===== src/rtl/seg_pkg.sv =====
// Shared seven-segment constants: active-low segment type, blank pattern,
// the 0-F glyph table and a width helper.
package seg_pkg;

  typedef logic [6:0] seg_t;

  localparam seg_t SEG_BLANK = 7'b1111111;

  // Segment order {a,b,c,d,e,f,g}, active low.
  localparam seg_t SEG_TABLE [16] = '{
    7'b0000001, 7'b1001111, 7'b0010010, 7'b0000110,
    7'b1001100, 7'b0100100, 7'b0100000, 7'b0001111,
    7'b0000000, 7'b0000100, 7'b0001000, 7'b1100000,
    7'b0110001, 7'b1000010, 7'b0110000, 7'b0111000
  };

  function automatic int clog2(input int n);
    int r;
    int v;
    r = 0;
    v = n - 1;
    while (v > 0) begin
      r++;
      v = v >>> 1;
    end
    return (r < 1) ? 1 : r;
  endfunction

endpackage


===== src/rtl/hex_to_seg.sv =====
// Combinational hex nibble to active-low seven-segment pattern.
module hex_to_seg
  import seg_pkg::*;
(
  input  logic [3:0] hex,
  output seg_t       seg
);

  assign seg = SEG_TABLE[hex];

endmodule


===== src/rtl/seven_seg_scan_ctrl.sv =====
// Multiplexed seven-segment scanner with frame-atomic value shadowing and
// leading-zero blanking. Optional anti-ghost gap: define SEG_GHOST_BLANK_EN.
module seven_seg_scan_ctrl
  import seg_pkg::*;
#(
  parameter int NUM_DIGITS   = 4,
  parameter int REFRESH_DIV  = 100000,
  parameter int BLANK_CYCLES = 16
) (
  input  logic                    clk,
  input  logic                    reset,
  input  logic [4*NUM_DIGITS-1:0] value,
  input  logic [NUM_DIGITS-1:0]   dp,
  input  logic [NUM_DIGITS-1:0]   digit_en,
  input  logic                    load,
  input  logic                    lz_en,
  output logic [NUM_DIGITS-1:0]   anode,
  output seg_t                    cathode,
  output logic                    dp_n,
  output logic                    frame_done
);

  localparam int IDX_W = clog2(NUM_DIGITS);
  localparam int PRE_W = clog2(REFRESH_DIV);

`ifdef SEG_GHOST_BLANK_EN
  localparam bit GHOST = 1'b1;
`else
  localparam bit GHOST = 1'b0;
`endif

  logic [PRE_W-1:0]        presc_reg;
  logic [IDX_W-1:0]        index_reg;
  logic [4*NUM_DIGITS-1:0] pend_value_reg, act_value_reg;
  logic [NUM_DIGITS-1:0]   pend_dp_reg, act_dp_reg;
  logic [NUM_DIGITS-1:0]   pend_en_reg, act_en_reg;

  logic                    slot_end, wrap, gap, lit;
  logic [NUM_DIGITS:0]     upper_zero;
  logic [NUM_DIGITS-1:0]   digit_show;
  logic [NUM_DIGITS-1:0]   anode_next;
  logic [3:0]              cur_nibble;
  seg_t                    cur_seg;

  assign slot_end = (presc_reg == PRE_W'(REFRESH_DIV - 1));
  assign wrap     = slot_end && (index_reg == IDX_W'(NUM_DIGITS - 1));

  // upper_zero[i]: every active nibble at index >= i is zero.
  assign upper_zero[NUM_DIGITS] = 1'b1;

  generate
    for (genvar gi = 0; gi < NUM_DIGITS; gi++) begin : g_digit
      assign upper_zero[gi] = upper_zero[gi+1] && (act_value_reg[4*gi +: 4] == 4'h0);
      assign digit_show[gi] = act_en_reg[gi] && !(lz_en && (gi != 0) && upper_zero[gi]);
      assign anode_next[gi] = !(lit && (index_reg == IDX_W'(gi)));
    end
  endgenerate

  assign cur_nibble = act_value_reg[{index_reg, 2'b00} +: 4];

  // The gap term folds to zero unless the anti-ghost build is selected.
  assign gap = GHOST && (presc_reg < PRE_W'(BLANK_CYCLES));
  assign lit = digit_show[index_reg] && !gap;

  hex_to_seg u_dec (
    .hex (cur_nibble),
    .seg (cur_seg)
  );

  always_ff @(posedge clk) begin
    if (reset) begin
      presc_reg      <= '0;
      index_reg      <= '0;
      pend_value_reg <= '0;
      pend_dp_reg    <= '0;
      pend_en_reg    <= '0;
      act_value_reg  <= '0;
      act_dp_reg     <= '0;
      act_en_reg     <= '0;
      anode          <= '1;
      cathode        <= SEG_BLANK;
      dp_n           <= 1'b1;
      frame_done     <= 1'b0;
    end else begin
      frame_done <= wrap;
      anode      <= anode_next;
      cathode    <= lit ? cur_seg : SEG_BLANK;
      dp_n       <= !(lit && act_dp_reg[index_reg]);

      if (slot_end) begin
        presc_reg <= '0;
        index_reg <= wrap ? '0 : index_reg + 1'b1;
      end else begin
        presc_reg <= presc_reg + 1'b1;
      end

      if (load) begin
        pend_value_reg <= value;
        pend_dp_reg    <= dp;
        pend_en_reg    <= digit_en;
      end

      // A load landing on the wrap edge bypasses the shadow stage.
      if (wrap) begin
        act_value_reg <= load ? value    : pend_value_reg;
        act_dp_reg    <= load ? dp       : pend_dp_reg;
        act_en_reg    <= load ? digit_en : pend_en_reg;
      end
    end
  end

endmodule

===== config.mk =====
export PLATFORM = sky130hd
export DESIGN_NAME = seven_seg_scan_ctrl
export DESIGN_NICKNAME = d
export VERILOG_FILES = /design/src/rtl/seg_pkg.sv /design/src/rtl/hex_to_seg.sv /design/src/rtl/seven_seg_scan_ctrl.sv
export SDC_FILE = /design/constraint.sdc
export NUM_CORES = 1
export LEC_CHECK = 0
export ABC_AREA = 1
export BUFFER_PORTS_ARGS = -buffer_cell sky130_fd_sc_hd__buf_2
export CORE_ASPECT_RATIO = 0.7
export CORE_MARGIN = 4
export CORE_UTILIZATION = 58
export CTS_CLUSTER_DIAMETER = 100
export DETAILED_ROUTE_END_ITERATION = 16
export PLACE_DENSITY = 0.84
export SLEW_MARGIN = 20
export SYNTH_ARGS = -nofsm -noshare
export SYNTH_HDL_FRONTEND = slang
export SYNTH_SLANG_ARGS = --single-unit

===== constraint.sdc =====
create_clock -name clk -period 2 [get_ports clk]
set_clock_uncertainty 0.2 [all_clocks]
set_input_delay 0.4 -clock clk [delete_from_list [all_inputs] [get_ports clk]]
set_output_delay 0.4 -clock clk [all_outputs]
set_load 0.02 [all_outputs]

==> results.json, run 1 <==
{
  "status": "completed",
  "fin_cells": 624,
  "critPathCaptureType": "flip-flop",
  "p_sw_mw": 0.683,
  "path_clk_slew_ns": 0.08,
  "setup.worst_path.start_class": "flip-flop",
  "grt-ovfl-total": 0,
  "async_flop_share_pct": 0,
  "synth_top_area_share_pct": 43.6,
  "synthTopCellsByArea": "dfxtp_1 (44%), nand2_1 (12%), nor2_1 (12%)",
  "die_height_um": 74.6,
  "crit_type": "reg -> reg",
  "syn_avg_cell_area_um2": 7.39,
  "first_pass_iters": 5,
  "r2r-start": "presc_reg[0]$_SDFF_PP0_",
  "clk_latency_ns": 0.36,
  "hold_path.startpoint": "value[10]",
  "via_count": 3319,
  "synth_flop_cell": "dfxtp_1",
  "min_period_ns": 1.83,
  "post-route-period-util_pct": 91.4,
  "dp.final_hpwl_mm": 5.85,
  "wirelength_mm": 8.17,
  "ys_seq_area_share_pct": 43.6,
  "synth-edff-count": 0,
  "grt_max_degree": 27,
  "slowest_delay_ns": 0.35,
  "final-setup-viol-count": 0,
  "ant_nets": 0,
  "die-area_um2": 7690,
  "hold_path_end": "pend_value_reg[10]$_SDFF_PP0_",
  "num-fill-cells": 447,
  "sw_frac_of_total_pct": 20.3,
  "portBuffers": 40,
  "r2r_slack_ns": 0.17,
  "initial_core_util_pct": 62.0,
  "p_clk_share_pct": 46.8,
  "rr_endpoint": "act_value_reg[10]$_SDFFE_PP0P_",
  "hold_depth": 3,
  "power.leakage_nw": 1.92,
  "core_area_um2": 5930,
  "max_slew.worst_pin.slew_ns": 0.365,
  "grt_usage_pct": 22.9,
  "cts_tree": "done",
  "crit_fanout": 16,
  "synth_area_um2": 3670,
  "cts_sinks": 80,
  "fin_tns_setup_ns": 0,
  "slowest_stage": "dfxtp_1",
  "gp_congestion": 0.880,
  "cts.path.max_buffers": 2,
  "setup.worst_path.start": "presc_reg[0]$_SDFF_PP0_",
  "post_drt_wl_per_cell_um": 13.1,
  "synth_cells": 497,
  "synth.distinct_cells": 33,
  "drv_cap": 0,
  "crit_path_cell_trace": "ha_1, nand2_1, inv_1, nand2_1, inv_1, nand3_2, nor2_4, buf_4, nor2_1, nor2_1",
  "p_int_mw": 2.68,
  "yosysTopAreaCell": "dfxtp_1",
  "ios": 41,
  "drt_iter0_drc": 208,
  "max-vdd-ir-drop_v": 0.000492,
  "hold_viol_final": 0,
  "comb_power_share_pct": 4.5,
  "slew-limit-headroom_pct": 75.5,
  "syn_to_final_growth_pct": 16.5,
  "h-tree-depth": 3,
  "cts_root_buf": "clkbuf_8",
  "final_nets": 584,
  "power.density_nw_per_um2": 784,
  "synth_common_cells": "nand2_1 (119), nor2_1 (114), dfxtp_1 (80)",
  "drive_gt1_share_pct": 16.4,
  "grt_pass1_vias": 3126,
  "critPathRequiredTime_ns": 2.09,
  "worst_hold_path_type": "in -> reg",
  "cts_buffers": 9,
  "r2r_cells": 10,
  "num_antenna_cells": 0,
  "grt_antenna_before_repair": 0,
  "cp.arrival_ns": 1.92,
  "fmax_mhz": 547,
  "synth-seq-cells": 80,
  "viasPerCell": 5.32,
  "final_core_util_pct": 72.2,
  "hold_slack_ns": 0.101,
  "dp.cells": 608,
  "drc": 0,
  "largest_reg_flops": 17,
  "num_rows": 23,
  "die_x_um": 103,
  "synth_warnings": 0,
  "seq_power_share_pct": 48.6,
  "syn-num-nets": 536,
  "synth.most_common_cell": "nand2_1",
  "grt_pass1_wl_mm": 13.9,
  "slew_violations": 0
}
metal layers:
metal / global-route usage (%) / wire length, µm / vias up
li1: - / - / 1689
met1: 30.2 / 3840 / 1515
met2: 36.7 / 3640 / 103
met3: 5.90 / 572 / 12
met4: 8.33 / 117 / 0
met5: 0 / 0 / -
power by group through the flow:
stage          sequential, mW  clock (mW)  combinational [mW]
2_1_floorplan            1.67           0              0.0984
3_3_place_gp             1.67           0               0.148
3_5_place_dp             1.67           0               0.152
4_1_cts                  1.63        1.58               0.152
5_1_grt                  1.64        1.64               0.170
6_report                 1.63        1.57               0.153
worst max-delay path by stage:
| stage | to | slack (ns) | cells past startpoint |
|---|---|---|---|
| 6_report | act_value_reg[10]$_SDFFE_PP0P_ | 0.17 | 10 |
| 3_5_place_dp | cathode[3]$_SDFF_PP1_ | 0.03 | 12 |
| 3_3_place_gp | cathode[3]$_SDFF_PP1_ | 0.12 | 11 |
| 4_1_cts | cathode[3]$_SDFF_PP1_ | 0.01 | 12 |
| 2_1_floorplan | cathode[3]$_SDFF_PP1_ | 0.15 | 13 |
| 5_1_grt | cathode[3]$_SDFF_PP1_ | -0.02 | 12 |
cells in the final DEF (no fill, tap or decap), types with 8 or more instances in the layout:
cell,count
nand2_1,117
nor2_1,114
dfxtp_1,79
buf_2,40
inv_1,27
nand4_1,27
mux2i_1,24
nand3_1,23
buf_4,18
ha_1,11
a21oi_1,10
clkbuf_8,10
o21ai_0,8
repair_timing:
action | in CTS | in global routing
resized for setup | 0 | 5
buffers inserted | 0 | 1
hold buffers | 0 | 0
endpoints found under the hold margin | 0 | 0
endpoints found under the setup margin | 0 | 7
metrics by stage:
step                      area (µm²)  worst slack (ns)  power [mW]
after floorplan                 3670             0.150        1.77
after global placement          4000             0.119        1.82
after detailed placement        4000            0.0305        1.82
after CTS                       4260            0.0122        3.37
after global routing            4280           -0.0230        3.45
final                           4280             0.173        3.36
critical path: cells and delay by family, from the launching register on:
kind,cells,cell delay [ns]
DFF,1,0.35
buffers and inverters,3,0.41
and+or+nand+nor,6,0.62
adders and majority gates,1,0.17
layout make-up:
type	count	area, µm²	share of cell area [%]
Clock buffer	10	138	3.21
Tap cell	75	93.8	2.19
Sequential cell	80	1610	37.5
Inverter	31	119	2.78
Timing Repair Buffer	59	355	8.30
Multi-Input combinational cell	364	1840	43.0
Clock inverter	5	129	3.01
kinds of logic (layout without fill, tap and decap cells):
| kind of cell | Yosys count | in the layout | share of synthesized area [%] |
|---|---|---|---|
| adders and majority gates | 11 | 11 | 3.75 |
| muxes | 24 | 24 | 6.54 |
| xor gates and xnor gates | 4 | 4 | 0.954 |
| AOI/OAI and AO/OA | 20 | 20 | 3.06 |
| buffers and inverters | 53 | 105 | 6.40 |
| and+or+nand+nor | 305 | 305 | 35.7 |
| DFF | 80 | 80 | 43.6 |
Note: power is estimated with default switching activity, not from simulation.
==> run 2: changes to the inputs <==
==> constraint.sdc (replaced) <==
create_clock -name clk -period 2 [get_ports clk]
set_clock_uncertainty 0.2 [all_clocks]
set_input_delay 0.1 -clock clk [delete_from_list [all_inputs] [get_ports clk]]
set_output_delay 0.1 -clock clk [all_outputs]
set_load 0.02 [all_outputs]
==> results.json, run 2 (synthesis results as in run 1) <==
{
  "via_count": 3376,
  "h-tree-depth": 3,
  "cts.path.max_buffers": 2,
  "setup.worst_path.start": "presc_reg[0]$_SDFF_PP0_",
  "hold_viol_final": 0,
  "rsz0062_at_grt": "false",
  "hold_path_end": "pend_en_reg[0]$_SDFF_PP0_",
  "status": "completed",
  "fmax_mhz": 556,
  "initial_core_util_pct": 62.0,
  "final-setup-viol-count": 0,
  "num_antenna_cells": 0,
  "hold_depth": 3,
  "path_clk_slew_ns": 0.08,
  "cp.arrival_ns": 1.89,
  "drv_cap": 0,
  "first_pass_iters": 5,
  "ant_nets": 0,
  "syn_to_final_growth_pct": 20.5,
  "post_drt_wl_per_cell_um": 13.0,
  "largest_reg_flops": 17,
  "final_common_cell": "nand2_1",
  "post-route-period-util_pct": 89.9,
  "die_x_um": 103,
  "slew_violations": 0,
  "critPathRequiredTime_ns": 2.09,
  "hold_path.startpoint": "reset",
  "cts_root_buf": "clkbuf_8",
  "crit_fanout": 24,
  "postLayoutCellArea_um2": 4430,
  "final_nets": 606,
  "setup.worst_path.start_class": "flip-flop",
  "die_height_um": 74.6,
  "multi_input_area_um2": 1850,
  "dp.final_hpwl_mm": 5.89,
  "clk_latency_ns": 0.35,
  "crit_type": "reg -> reg",
  "grt_antenna_before_repair": 0,
  "grt_pass1_wl_mm": 14.4,
  "seq_area_um2": 1610,
  "cts_sinks": 80,
  "power.density_nw_per_um2": 651,
  "slew-limit-headroom_pct": 72.4,
  "viasPerCell": 5.23,
  "rr_endpoint": "act_value_reg[8]$_SDFFE_PP0P_",
  "wirelength_mm": 8.37,
  "gp_congestion": 0.863,
  "drc": 0,
  "portBuffers": 40,
  "core_area_um2": 5930,
  "fin_cells": 646,
  "die-area_um2": 7690,
  "worst_slack_ns": 0.202,
  "drt_iter0_drc": 214,
  "num_rows": 23,
  "dp.cells": 606,
  "power.leakage_nw": 1.97,
  "worst_hold_path_type": "in -> reg",
  "grt_max_degree": 27,
  "grt_usage_pct": 23.9,
  "r2r_slack_ns": 0.20,
  "ios": 41,
  "dp_slack_ns": 0.0216,
  "final_core_util_pct": 74.7,
  "r2r-start": "presc_reg[0]$_SDFF_PP0_",
  "min_period_ns": 1.80,
  "max_slew.worst_pin.slew_ns": 0.413,
  "cts_tree": "done",
  "grt-ovfl-total": 0,
  "max-vdd-ir-drop_v": 0.000523,
  "layout_common_cells": "nand2_1 (117), nor2_1 (114), dfxtp_1 (79), buf_2 (40)",
  "num-fill-cells": 474,
  "cts_buffers": 9,
  "drive_gt1_share_pct": 15.4,
  "critPathCaptureType": "flip-flop",
  "grt_pass1_vias": 3232,
  "placed_cell_area_um2": 4000,
  "fin_tns_setup_ns": 0,
  "r2r_cells": 10
}
[run 2: cell count changes in the layout (fill, tap and decap cells not counted)]
cell,delta
clkinv_4,-1
bufinv_16,-4
nand3_2,+1
nand3_1,-1
clkbuf_1,+1
dlygate4sd3_1,+24
clkinvlp_4,+1
clkbuf_2,+1
clkinv_2,+2
buf_12,+1
clkbuf_8,+1
buf_4,-4
[run 2: critical path, stage by stage (launching register included)]
cell     delay, ns
dfxtp_1       0.36
ha_1          0.17
nand2_1       0.06
inv_1         0.07
nand2_1       0.10
inv_1         0.12
nand3_2       0.17
nor2_4        0.14
buf_12        0.17
nor2_1        0.06
nor2_1        0.11
[run 2: worst max-delay path by stage]
| stage | cells past startpoint | to |
|---|---|---|
| 2_1_floorplan | 13 | cathode[3]$_SDFF_PP1_ |
| 3_3_place_gp | 12 | cathode[3]$_SDFF_PP1_ |
| 3_5_place_dp | 10 | cathode[1]$_SDFF_PP1_ |
| 4_1_cts | 11 | cathode[3]$_SDFF_PP1_ |
| 5_1_grt | 10 | act_value_reg[14]$_SDFFE_PP0P_ |
| 6_report | 10 | act_value_reg[8]$_SDFFE_PP0P_ |
[run 2: through the flow]
step / total power [mW] / hold WS [ns]
after detailed placement: 1.82 / 0.171
final: 2.88 / 0.0241
after CTS: 2.91 / 0.0172
after global placement: 1.82 / 0.159
after floorplan: 1.77 / 0.0677
after global routing: 3.01 / 0.0336
[run 2: power by group]
| part | switching, mW | internal, mW | leakage (nW) |
|---|---|---|---|
| combinational | 0.0909 | 0.0966 | 1.23 |
| clock | 0.554 | 0.508 | 0.0882 |
| sequential | 0.0110 | 1.62 | 0.651 |
| total | 0.656 | 2.23 | 1.97 |
[run 2: layout make-up]
class                      instances  share of cell area, %
timing repair buffer              81                   13.3
multi-input combinational        364                   41.7
clock buffer                      12                   3.50
clock inverter                     3                  0.395
inverter                          31                   2.68
tap                               75                   2.12
sequential                        80                   36.2
[run 2: metal layers]
metal	share of wire, %	routed length [µm]	global-route usage, %	up-vias
met4	1.0	84	5.32	0
li1	-	-	-	1736
met5	0	0	0	-
met1	47	3910	30.5	1528
met3	5.9	498	7.12	9
met2	46	3890	40.3	103
[run 2: repair_timing]
action / CTS / global route
buffers inserted: 0 / 1
hold endpoints to repair: 47 / 0
hold buffers: 24 / 0
resized for setup: 1 / 5
endpoints found under the setup margin: 3 / 7
==> run 3: changes to the inputs <==
--- a/config.mk
+++ b/config.mk
@@ -8,7 +8,7 @@
 export ABC_AREA = 1
 export BUFFER_PORTS_ARGS = -buffer_cell sky130_fd_sc_hd__buf_2
 export CORE_ASPECT_RATIO = 0.7
-export CORE_MARGIN = 4
+export CORE_MARGIN = 2
 export CORE_UTILIZATION = 58
 export CTS_CLUSTER_DIAMETER = 100
 export DETAILED_ROUTE_END_ITERATION = 16
==> results.json, run 3 (synthesis results as in run 1) <==
{
  "status": "completed",
  "seq_area_um2": 1610,
  "critPathCaptureType": "flip-flop",
  "p_sw_mw": 0.680,
  "largest_reg_flops": 17,
  "die-area_um2": 7000,
  "path_clk_slew_ns": 0.07,
  "grt_pass1_wl_mm": 14.0,
  "cts_tree": "done",
  "num_rows": 24,
  "cts_sinks": 80,
  "first_pass_iters": 5,
  "core_area_um2": 6190,
  "post-route-period-util_pct": 91.9,
  "dp_slack_ns": 0.0960,
  "drc": 0,
  "cts.path.max_buffers": 2,
  "drive_gt1_share_pct": 15.4,
  "drt_iter0_drc": 244,
  "fmax_mhz": 544,
  "multi_input_area_um2": 1850,
  "grt_usage_pct": 24.8,
  "power.leakage_nw": 1.98,
  "worst_slack_ns": 0.163,
  "gp_congestion": 0.946,
  "via_count": 3366,
  "final_common_cell": "nand2_1",
  "post_drt_wl_per_cell_um": 12.9,
  "num_antenna_cells": 0,
  "sw_frac_of_total_pct": 22.4,
  "min_period_ns": 1.84,
  "cts_root_buf": "clkbuf_8",
  "max_slew.worst_pin.slew_ns": 0.388,
  "crit_type": "reg -> reg",
  "comb_power_share_pct": 6.2,
  "p_clk_share_pct": 39.9,
  "worst_hold_path_type": "in -> reg",
  "cp.arrival_ns": 1.92,
  "dp.final_hpwl_mm": 5.71,
  "clk_latency_ns": 0.36,
  "p_int_mw": 2.35,
  "power.density_nw_per_um2": 680,
  "ios": 41,
  "grt_antenna_before_repair": 0,
  "die_height_um": 70.6,
  "ant_nets": 0,
  "crit_fanout": 15,
  "num-fill-cells": 486,
  "hold_viol_final": 0,
  "final-setup-viol-count": 0,
  "cts_buffers": 9,
  "critPathRequiredTime_ns": 2.08,
  "r2r_cells": 10,
  "seq_power_share_pct": 53.9,
  "cts_setup_buffers": 0,
  "hold_depth": 3,
  "h-tree-depth": 3,
  "final_nets": 607,
  "viasPerCell": 5.19,
  "initial_core_util_pct": 59.4,
  "setup.worst_path.start_class": "flip-flop",
  "wirelength_mm": 8.34,
  "grt-ovfl-total": 0,
  "portBuffers": 40,
  "syn_to_final_growth_pct": 21.3,
  "max-vdd-ir-drop_v": 0.000479,
  "totalPowerFinal_mw": 3.03,
  "slew_violations": 0,
  "slew-limit-headroom_pct": 73.9,
  "drv_cap": 0,
  "grt_max_degree": 27,
  "layout_common_cells": "nand2_1 (119), nor2_1 (114), dfxtp_1 (78), buf_2 (40)",
  "die_x_um": 99.1,
  "grt_pass1_vias": 3162
}
==> run 3: cell types whose count changed in the layout (fill, tap and decap cells not counted), sizes merged <==
cell | previous run | this run
buf | 56 | 58
bufinv | 0 | 1
clkbuf | 13 | 11
clkinv | 3 | 2
==> run 3: path summary, 6_finish.rpt <==
check,endpoint,slack [ns],startpoint
setup reg to reg,act_value_reg[10]$_SDFFE_PP0P_,0.16,presc_reg[0]$_SDFF_PP0_
hold reg to reg,presc_reg[0]$_SDFF_PP0_,0.25,presc_reg[0]$_SDFF_PP0_
hold / removal,pend_value_reg[10]$_SDFF_PP0_,0.02,reset
setup / recovery,act_value_reg[10]$_SDFFE_PP0P_,0.16,presc_reg[0]$_SDFF_PP0_
==> run 3: critical path, stage by stage, from the launching register on <==
cell     delay [ns]
dfxtp_1        0.36
ha_1           0.18
nand2_1        0.07
inv_1          0.08
nand2_1        0.11
inv_1          0.17
nand3_4        0.13
nor2_4         0.13
buf_6          0.17
nor2_1         0.05
nor2_1         0.10
==> run 3: layout make-up <==
class	instances	share of cell area [%]
clock buffer	11	3.40
clock inverter	3	0.955
inverter	31	2.61
multi-input combinational	364	41.5
sequential	80	36.0
tap	78	2.19
timing repair buffer	82	13.3
==> run 3: power by group through the flow <==
stage | Clock (mW) | Combinational [mW] | Sequential, mW
2_1_floorplan | 0 | 0.0984 | 1.67
3_3_place_gp | 0 | 0.145 | 1.67
3_5_place_dp | 0 | 0.150 | 1.67
4_1_cts | 1.22 | 0.186 | 1.64
5_1_grt | 1.28 | 0.206 | 1.64
6_report | 1.21 | 0.187 | 1.63
==> run 3: per-layer routing <==
layer	GRT usage [%]	part of all wire, %	routed length [µm]	vias to the layer above
met5	0	0	0	-
met3	4.84	5.2	433	12
li1	-	-	-	1735
met4	8.07	1.6	137	0
met1	33.4	48	4010	1515
met2	40.7	45	3760	104
==> run 3: repair_timing <==
item	in CTS	in global routing
gates resized for setup	0	6
endpoints found under the setup margin	0	21
endpoints found under the hold margin	48	0
hold buffers	24	0
==> run 3: per-stage QoR <==
step                hold WS [ns]  utilization (%)  instance area, µm²  instances   TNS, ns
finish                    0.0220             72.0                4460        649         0
global route              0.0320             72.0                4460        649  -0.00889
CTS                      0.00519             71.7                4440        649         0
detailed placement         0.175             64.7                4000        611         0
global placement           0.165             64.7                4000        611         0
floorplan                 0.0677                -                3670        497         0
